--- config.mk ---
export PLATFORM = sky130hd
export DESIGN_NAME = store_write_buffer
export DESIGN_NICKNAME = d
export VERILOG_FILES = /design/src/rtl/store_write_buffer_pkg.sv /design/src/rtl/store_write_buffer_fwd_match.sv /design/src/rtl/store_write_buffer.sv
export SDC_FILE = /design/constraint.sdc
export NUM_CORES = 1
export LEC_CHECK = 0
export ABC_AREA = 1
export ABC_CLOCK_PERIOD_IN_PS = 10500
export BUFFER_PORTS_ARGS = -buffer_cell sky130_fd_sc_hd__buf_2
export CORE_ASPECT_RATIO = 0.75
export CORE_MARGIN = 5
export CORE_UTILIZATION = 45
export DETAILED_ROUTE_END_ITERATION = 7
export SLEW_MARGIN = 0
export SYNTH_ARGS = -nofsm -noshare
export SYNTH_HDL_FRONTEND = slang
export SYNTH_HIERARCHICAL = 1
export SYNTH_SLANG_ARGS = --single-unit
--- constraint.sdc ---
create_clock -name clk -period 10.5 [get_ports clk]
set_input_delay 1.575 -clock clk [delete_from_list [all_inputs] [get_ports clk]]
set_output_delay 1.575 -clock clk [all_outputs]
set_load 0.005 [all_outputs]
--- src/rtl/store_write_buffer_pkg.sv ---
// Shared types and sizes for the posted-store buffer.
// Entries hold a word address and the store data.
package store_write_buffer_pkg;

  localparam int SB_DEPTH = 4;
  localparam int SB_AW    = 32;
  localparam int SB_DW    = 32;

  typedef struct packed {
    logic [SB_AW-3:0] wadr;
    logic [SB_DW-1:0] data;
  } sb_entry_t;

endpackage

--- src/rtl/store_write_buffer_fwd_match.sv ---
// Load-forwarding lookup: compares a word address against the live
// entries and picks the youngest match.
module sb_fwd_match #(
  parameter int DEPTH = 4,
  parameter int AW    = 32,
  localparam int PW   = $clog2(DEPTH)
) (
  input  logic [AW-3:0] key,
  input  logic [AW-3:0] wadr [DEPTH],
  input  logic [PW-1:0] head,
  input  logic [PW:0]   count,
  output logic          hit,
  output logic [PW-1:0] idx
);

  logic [PW-1:0] p;

  // Walk oldest to youngest so the last match wins.
  always_comb begin
    hit = 1'b0;
    idx = head;
    p   = head;
    for (int k = 0; k < DEPTH; k++) begin
      p = head + PW'(k);
      if ((PW+1)'(k) < count && wadr[p] == key) begin
        hit = 1'b1;
        idx = p;
      end
    end
  end

endmodule

--- src/rtl/store_write_buffer.sv ---
// Posted-store FIFO between the core data port and data memory,
// with youngest-first forwarding to loads.
module store_write_buffer
  import store_write_buffer_pkg::*;
#(
  parameter int DEPTH = SB_DEPTH,
  parameter int AW    = SB_AW,
  parameter int DW    = SB_DW,
  localparam int PW   = $clog2(DEPTH)
) (
  input  logic          clk,
  input  logic          reset,
  input  logic          memwrite,
  input  logic          memread,
  input  logic [AW-1:0] dataadr,
  input  logic [DW-1:0] writedata,
  output logic [DW-1:0] readdata,
  output logic          stall,
  output logic          mem_we,
  output logic [AW-1:0] mem_adr,
  output logic [DW-1:0] mem_wd,
  input  logic          mem_ready,
  input  logic [DW-1:0] mem_rdata,
  output logic          empty
);

  sb_entry_t     fifo_q [DEPTH];
  logic [PW-1:0] head_q, tail_q;
  logic [PW:0]   count_q;

  logic [AW-3:0] wadr [DEPTH];
  logic          hit;
  logic [PW-1:0] hit_idx;
  logic          full, nonempty;
  logic          ld_miss, enq, deq;

  always_comb begin
    for (int i = 0; i < DEPTH; i++)
      wadr[i] = fifo_q[i].wadr;
  end

  sb_fwd_match #(.DEPTH(DEPTH), .AW(AW)) u_match (
    .key   (dataadr[AW-1:2]),
    .wadr  (wadr),
    .head  (head_q),
    .count (count_q),
    .hit   (hit),
    .idx   (hit_idx)
  );

  assign full     = (count_q == (PW+1)'(DEPTH));
  assign nonempty = (count_q != '0);

  // A load miss needs the memory port, so it pre-empts the drain.
  assign ld_miss = memread & nonempty & ~hit;

  always_comb begin
    empty    = ~nonempty | ~reset;
    stall    = reset & ((memwrite & full) | ld_miss);
    mem_we   = reset & nonempty & ~ld_miss;
    mem_adr  = mem_we ? {fifo_q[head_q].wadr, 2'b00} : dataadr;
    mem_wd   = fifo_q[head_q].data;
    readdata = '0;
    if (reset && memread)
      readdata = hit ? fifo_q[hit_idx].data : mem_rdata;
  end

  assign enq = memwrite & ~full & ~stall;
  assign deq = mem_we & mem_ready;

  always_ff @(posedge clk) begin
    if (!reset) begin
      head_q  <= '0;
      tail_q  <= '0;
      count_q <= '0;
    end else begin
      if (enq) tail_q <= tail_q + 1'b1;
      if (deq) head_q <= head_q + 1'b1;
      if (enq && !deq)      count_q <= count_q + 1'b1;
      else if (deq && !enq) count_q <= count_q - 1'b1;
    end
  end

  always_ff @(posedge clk) begin
    if (reset && enq)
      fifo_q[tail_q] <= '{wadr: dataadr[AW-1:2], data: writedata};
  end

endmodule

==> impl_metrics.prom <==
# TYPE chip_impl_metric gauge
chip_impl_info{name="critPathLaunch",value="head_q[0]$_SDFFE_PN0P_"} 1
chip_impl_metric{name="worst-endpoint-arrival",unit="ns"} 6.27
chip_impl_metric{name="portBuffers",unit=""} 199
chip_impl_metric{name="dp.final_hpwl",unit="um"} 42200
chip_impl_metric{name="postcts_resize_cnt",unit=""} 0
chip_impl_metric{name="report.final.hold_viol_count",unit=""} 0
chip_impl_metric{name="grt_pass1_wl",unit="um"} 91100
chip_impl_metric{name="postSynthRegisterBits",unit=""} 257
chip_impl_metric{name="detail_route.wl_per_cell",unit="um"} 19.6
chip_impl_info{name="reg2reg_from",value="head_q[0]$_SDFFE_PN0P_"} 1
chip_impl_metric{name="sequential_area_share_after_synthesis",unit="%"} 43.6
chip_impl_metric{name="cts.hold.buffers_added",unit=""} 0
chip_impl_metric{name="cts_max_level",unit=""} 1
chip_impl_metric{name="drv_slew",unit=""} 0
chip_impl_metric{name="synth_warnings",unit=""} 6
chip_impl_metric{name="ys_async_sr_fraction",unit="%"} 0
chip_impl_metric{name="dieWidth",unit="um"} 238
chip_impl_metric{name="core.rowCount",unit=""} 62
chip_impl_metric{name="dpl.cell_count",unit=""} 3013
chip_impl_metric{name="area_of_the_die",unit="um2"} 42900
chip_impl_metric{name="clock_latency",unit="ns"} 0.56
chip_impl_metric{name="fin_util",unit="%"} 50.1
chip_impl_info{name="cp-start-kind",value="flop"} 1
chip_impl_metric{name="cell_variety_after_synth",unit=""} 41
chip_impl_metric{name="syn_nets",unit=""} 2530
chip_impl_metric{name="rrSetupSlack",unit="ns"} 3.84
chip_impl_metric{name="worst_slack",unit="ns"} 2.65
chip_impl_metric{name="clkSinkCount",unit=""} 257
chip_impl_metric{name="fraction_of_the_cycle_the_final_worst_path_needs",unit="%"} 74.8
chip_impl_metric{name="vias",unit=""} 17162
chip_impl_info{name="critPathCaptureType",value="output port"} 1
chip_impl_metric{name="finalNonFillerCells",unit=""} 3063
chip_impl_metric{name="vdd_drop_max",unit="uV"} 115
chip_impl_metric{name="areaGrowthSynthToFinish",unit="%"} 9.89
chip_impl_metric{name="fin_nets",unit=""} 2637
chip_impl_metric{name="critical_path_required",unit="ns"} 8.93
chip_impl_metric{name="grt_antenna_before_repair",unit=""} 2
chip_impl_metric{name="crit_fanout",unit=""} 78
chip_impl_metric{name="longest_clk_path_bufs",unit=""} 3
chip_impl_info{name="min-delay-path-class",value="flop to flop"} 1
chip_impl_info{name="unrepaired_setup_endpoints_after_global_routing",value="no"} 1
chip_impl_metric{name="io-pin-count",unit=""} 200
chip_impl_info{name="cts_tree",value="built"} 1
chip_impl_info{name="layout.cells.most_common",value="sky130_fd_sc_hd__nand2_1"} 1
chip_impl_metric{name="cts_buffers",unit=""} 27
chip_impl_metric{name="first_global_vias",unit=""} 15516
chip_impl_info{name="status",value="complete, no violations"} 1
chip_impl_info{name="critPathKind",value="flop to output port"} 1
chip_impl_metric{name="groute.usage.overall",unit="%"} 26.7
chip_impl_metric{name="setup_total_negative_slack",unit="ns"} 0
chip_impl_info{name="most-common-layout-cells",value="797 x sky130_fd_sc_hd__nand2_1, 357 x sky130_fd_sc_hd__nor2_1, 248 x sky130_fd_sc_hd__edfxtp_1"} 1
chip_impl_metric{name="setup_viol",unit=""} 0
chip_impl_metric{name="rr_worst_depth",unit=""} 22
chip_impl_metric{name="power.leakage",unit="uW"} 0.00859
chip_impl_info{name="regToRegEndpoint",value="fifo_q[3][53]$_DFFE_PP_"} 1
chip_impl_metric{name="timing.final.crit_period",unit="ns"} 7.85
chip_impl_metric{name="start_util",unit="%"} 45.6
chip_impl_metric{name="drt-initial-drc-count",unit=""} 1920
chip_impl_metric{name="power_density",unit="nW/um2"} 165
chip_impl_metric{name="synth_area",unit="um2"} 17500
chip_impl_metric{name="routed_via_density",unit=""} 5.60
chip_impl_metric{name="fin_worst_hold_slack",unit="ns"} 0.552
chip_impl_metric{name="drt_pre_antenna_iters",unit=""} 8
chip_impl_info{name="worst_setup_path_endpoint",value="mem_adr[13]"} 1
chip_impl_metric{name="drt_wl_total",unit="um"} 60000
chip_impl_metric{name="core_region_area",unit="um2"} 38300
chip_impl_metric{name="worst_slew_pin_slew",unit="ns"} 1.13
chip_impl_metric{name="placement.setup.worst_slack",unit="ns"} 3.38
chip_impl_info{name="ctsRootBufferMaster",value="sky130_fd_sc_hd__clkbuf_16"} 1
chip_impl_metric{name="achievable-frequency",unit="MHz"} 127
chip_impl_metric{name="slew_headroom",unit="%"} 24.6
chip_impl_metric{name="clock_skew",unit="ns"} 0.0101
chip_impl_metric{name="pin_count_of_the_biggest_net_entering_global_routing",unit=""} 93
chip_impl_metric{name="synthesis.instances",unit=""} 2423
chip_impl_metric{name="synth.avg_cell_area",unit="um2"} 7.21
chip_impl_metric{name="clkSlewWorstSetupHoldPaths",unit="ns"} 0.06
chip_impl_info{name="yosys_most_used_dff",value="sky130_fd_sc_hd__edfxtp_1"} 1
chip_impl_metric{name="maxCapViolCount",unit=""} 0
chip_impl_metric{name="routabilityCongestion",unit=""} 1.05
chip_impl_metric{name="route.detailed.drc",unit=""} 0
chip_impl_metric{name="cts_post_setup_buffers_inserted",unit=""} 0
chip_impl_metric{name="layout-drive-gt1-share",unit="%"} 11.6
chip_impl_metric{name="globalRouteOverflowTotal",unit=""} 0
chip_impl_metric{name="dieHeight",unit="um"} 181
chip_impl_metric{name="synth-edff-count",unit=""} 248
chip_impl_metric{name="postRouteAntennaNets",unit=""} 0
-- worst max-delay path, stage by stage (launching register included) --
cell and delay, ns:
sky130_fd_sc_hd__dfxtp_4 0.53, sky130_fd_sc_hd__buf_4 0.62, sky130_fd_sc_hd__buf_4 0.72, sky130_fd_sc_hd__or2_2 0.23
sky130_fd_sc_hd__nand3_1 0.09, sky130_fd_sc_hd__nand2_1 0.11, sky130_fd_sc_hd__nand2_1 0.05, sky130_fd_sc_hd__nand2_1 0.20
sky130_fd_sc_hd__nand2_1 0.08, sky130_fd_sc_hd__nor2_1 0.17, sky130_fd_sc_hd__nand2_1 0.07, sky130_fd_sc_hd__nor2_1 0.17
sky130_fd_sc_hd__and2_1 0.17, sky130_fd_sc_hd__nor2_1 0.06, sky130_fd_sc_hd__nand2_2 0.07, sky130_fd_sc_hd__buf_4 0.61
sky130_fd_sc_hd__inv_1 0.09, sky130_fd_sc_hd__nand2_1 0.12, sky130_fd_sc_hd__inv_1 0.10, sky130_fd_sc_hd__nor2_8 0.54
sky130_fd_sc_hd__inv_4 0.37, sky130_fd_sc_hd__nand2_1 0.17, sky130_fd_sc_hd__nand2_1 0.06, sky130_fd_sc_hd__buf_2 0.12
-- Yosys cell counts (all sizes together), types with 9 or more instances --
cell type  instances  area [um2]
nand2            804        3040
or2               17         106
o21ai            276        1390
o211ai            52         395
dfxtp              9         180
nand3            204        1020
buf              112         756
edfxtp           248        7450
inv              172         653
nand4             20         125
a21oi              9        45.0
xor2              21         184
o22ai             67         419
clkbuf            26         136
nor2             363        1390
-- logic make-up after synthesis --
group,Yosys count,synth area share (%)
fa+ha+maj,6,0.473
xor+xnor,21,1.05
flops,257,43.6
buf+inv,310,8.84
compound gates,411,13.2
simple gates,1418,32.8
-- metal layers --
| metal | share of wire (%) | wire length [um] | vias to the layer above | GRT usage (%) |
|---|---|---|---|---|
| met5 | 0 | 0 | - | 0 |
| met4 | 1.5 | 885 | 0 | 4.11 |
| met3 | 8.0 | 4820 | 52 | 3.66 |
| met2 | 43 | 25600 | 677 | 39.7 |
| met1 | 48 | 28700 | 8142 | 42.3 |
| li1 | - | - | 8291 | - |
-- final cells by class --
class	count	area (um2)
inverters	172	653
multi-input cells	1856	8340
clock inverters	18	118
flip-flops and latches	257	7640
diodes	1	2.50
clock buffers	31	691
well taps	512	641
repair buffers	216	1120
fillers	3802	19100
-- metrics by stage --
stage	total power, uW	cell area [um2]
global route	3350	19200
finish	3170	19200
global placement	2270	18400
detailed placement	2290	18400
floorplan	1960	17500
CTS	3180	19200
-- worst min path at each step --
stage / depth (start not counted) / end / from
floorplan: 2 / flop / head_q[1]$_SDFFE_PN0P_
global placement: 2 / tail_q[1]$_SDFFE_PN0P_ / tail_q[1]$_SDFFE_PN0P_
detailed placement: 2 / tail_q[1]$_SDFFE_PN0P_ / tail_q[1]$_SDFFE_PN0P_
CTS: 2 / tail_q[1]$_SDFFE_PN0P_ / tail_q[1]$_SDFFE_PN0P_
global route: 2 / tail_q[1]$_SDFFE_PN0P_ / tail_q[1]$_SDFFE_PN0P_
finish: 2 / tail_q[1]$_SDFFE_PN0P_ / tail_q[1]$_SDFFE_PN0P_
-- where the power goes --
group	total, uW	leakage (uW)	internal, uW	switching [uW]
combinational	990	0.00588	300	691
clock	891	0.000391	494	398
sequential	1290	0.00232	1220	73.6
total	3170	0.00859	2010	1160
-- sequential cells by signal, indices dropped and copies added, names as in the netlist, named ones only --
| register | count |
|---|---|
| head_q | 2 |
| fifo_q | 248 |
| count_q | 3 |
| tail_q | 2 |
(Power assumes the default switching activity.)
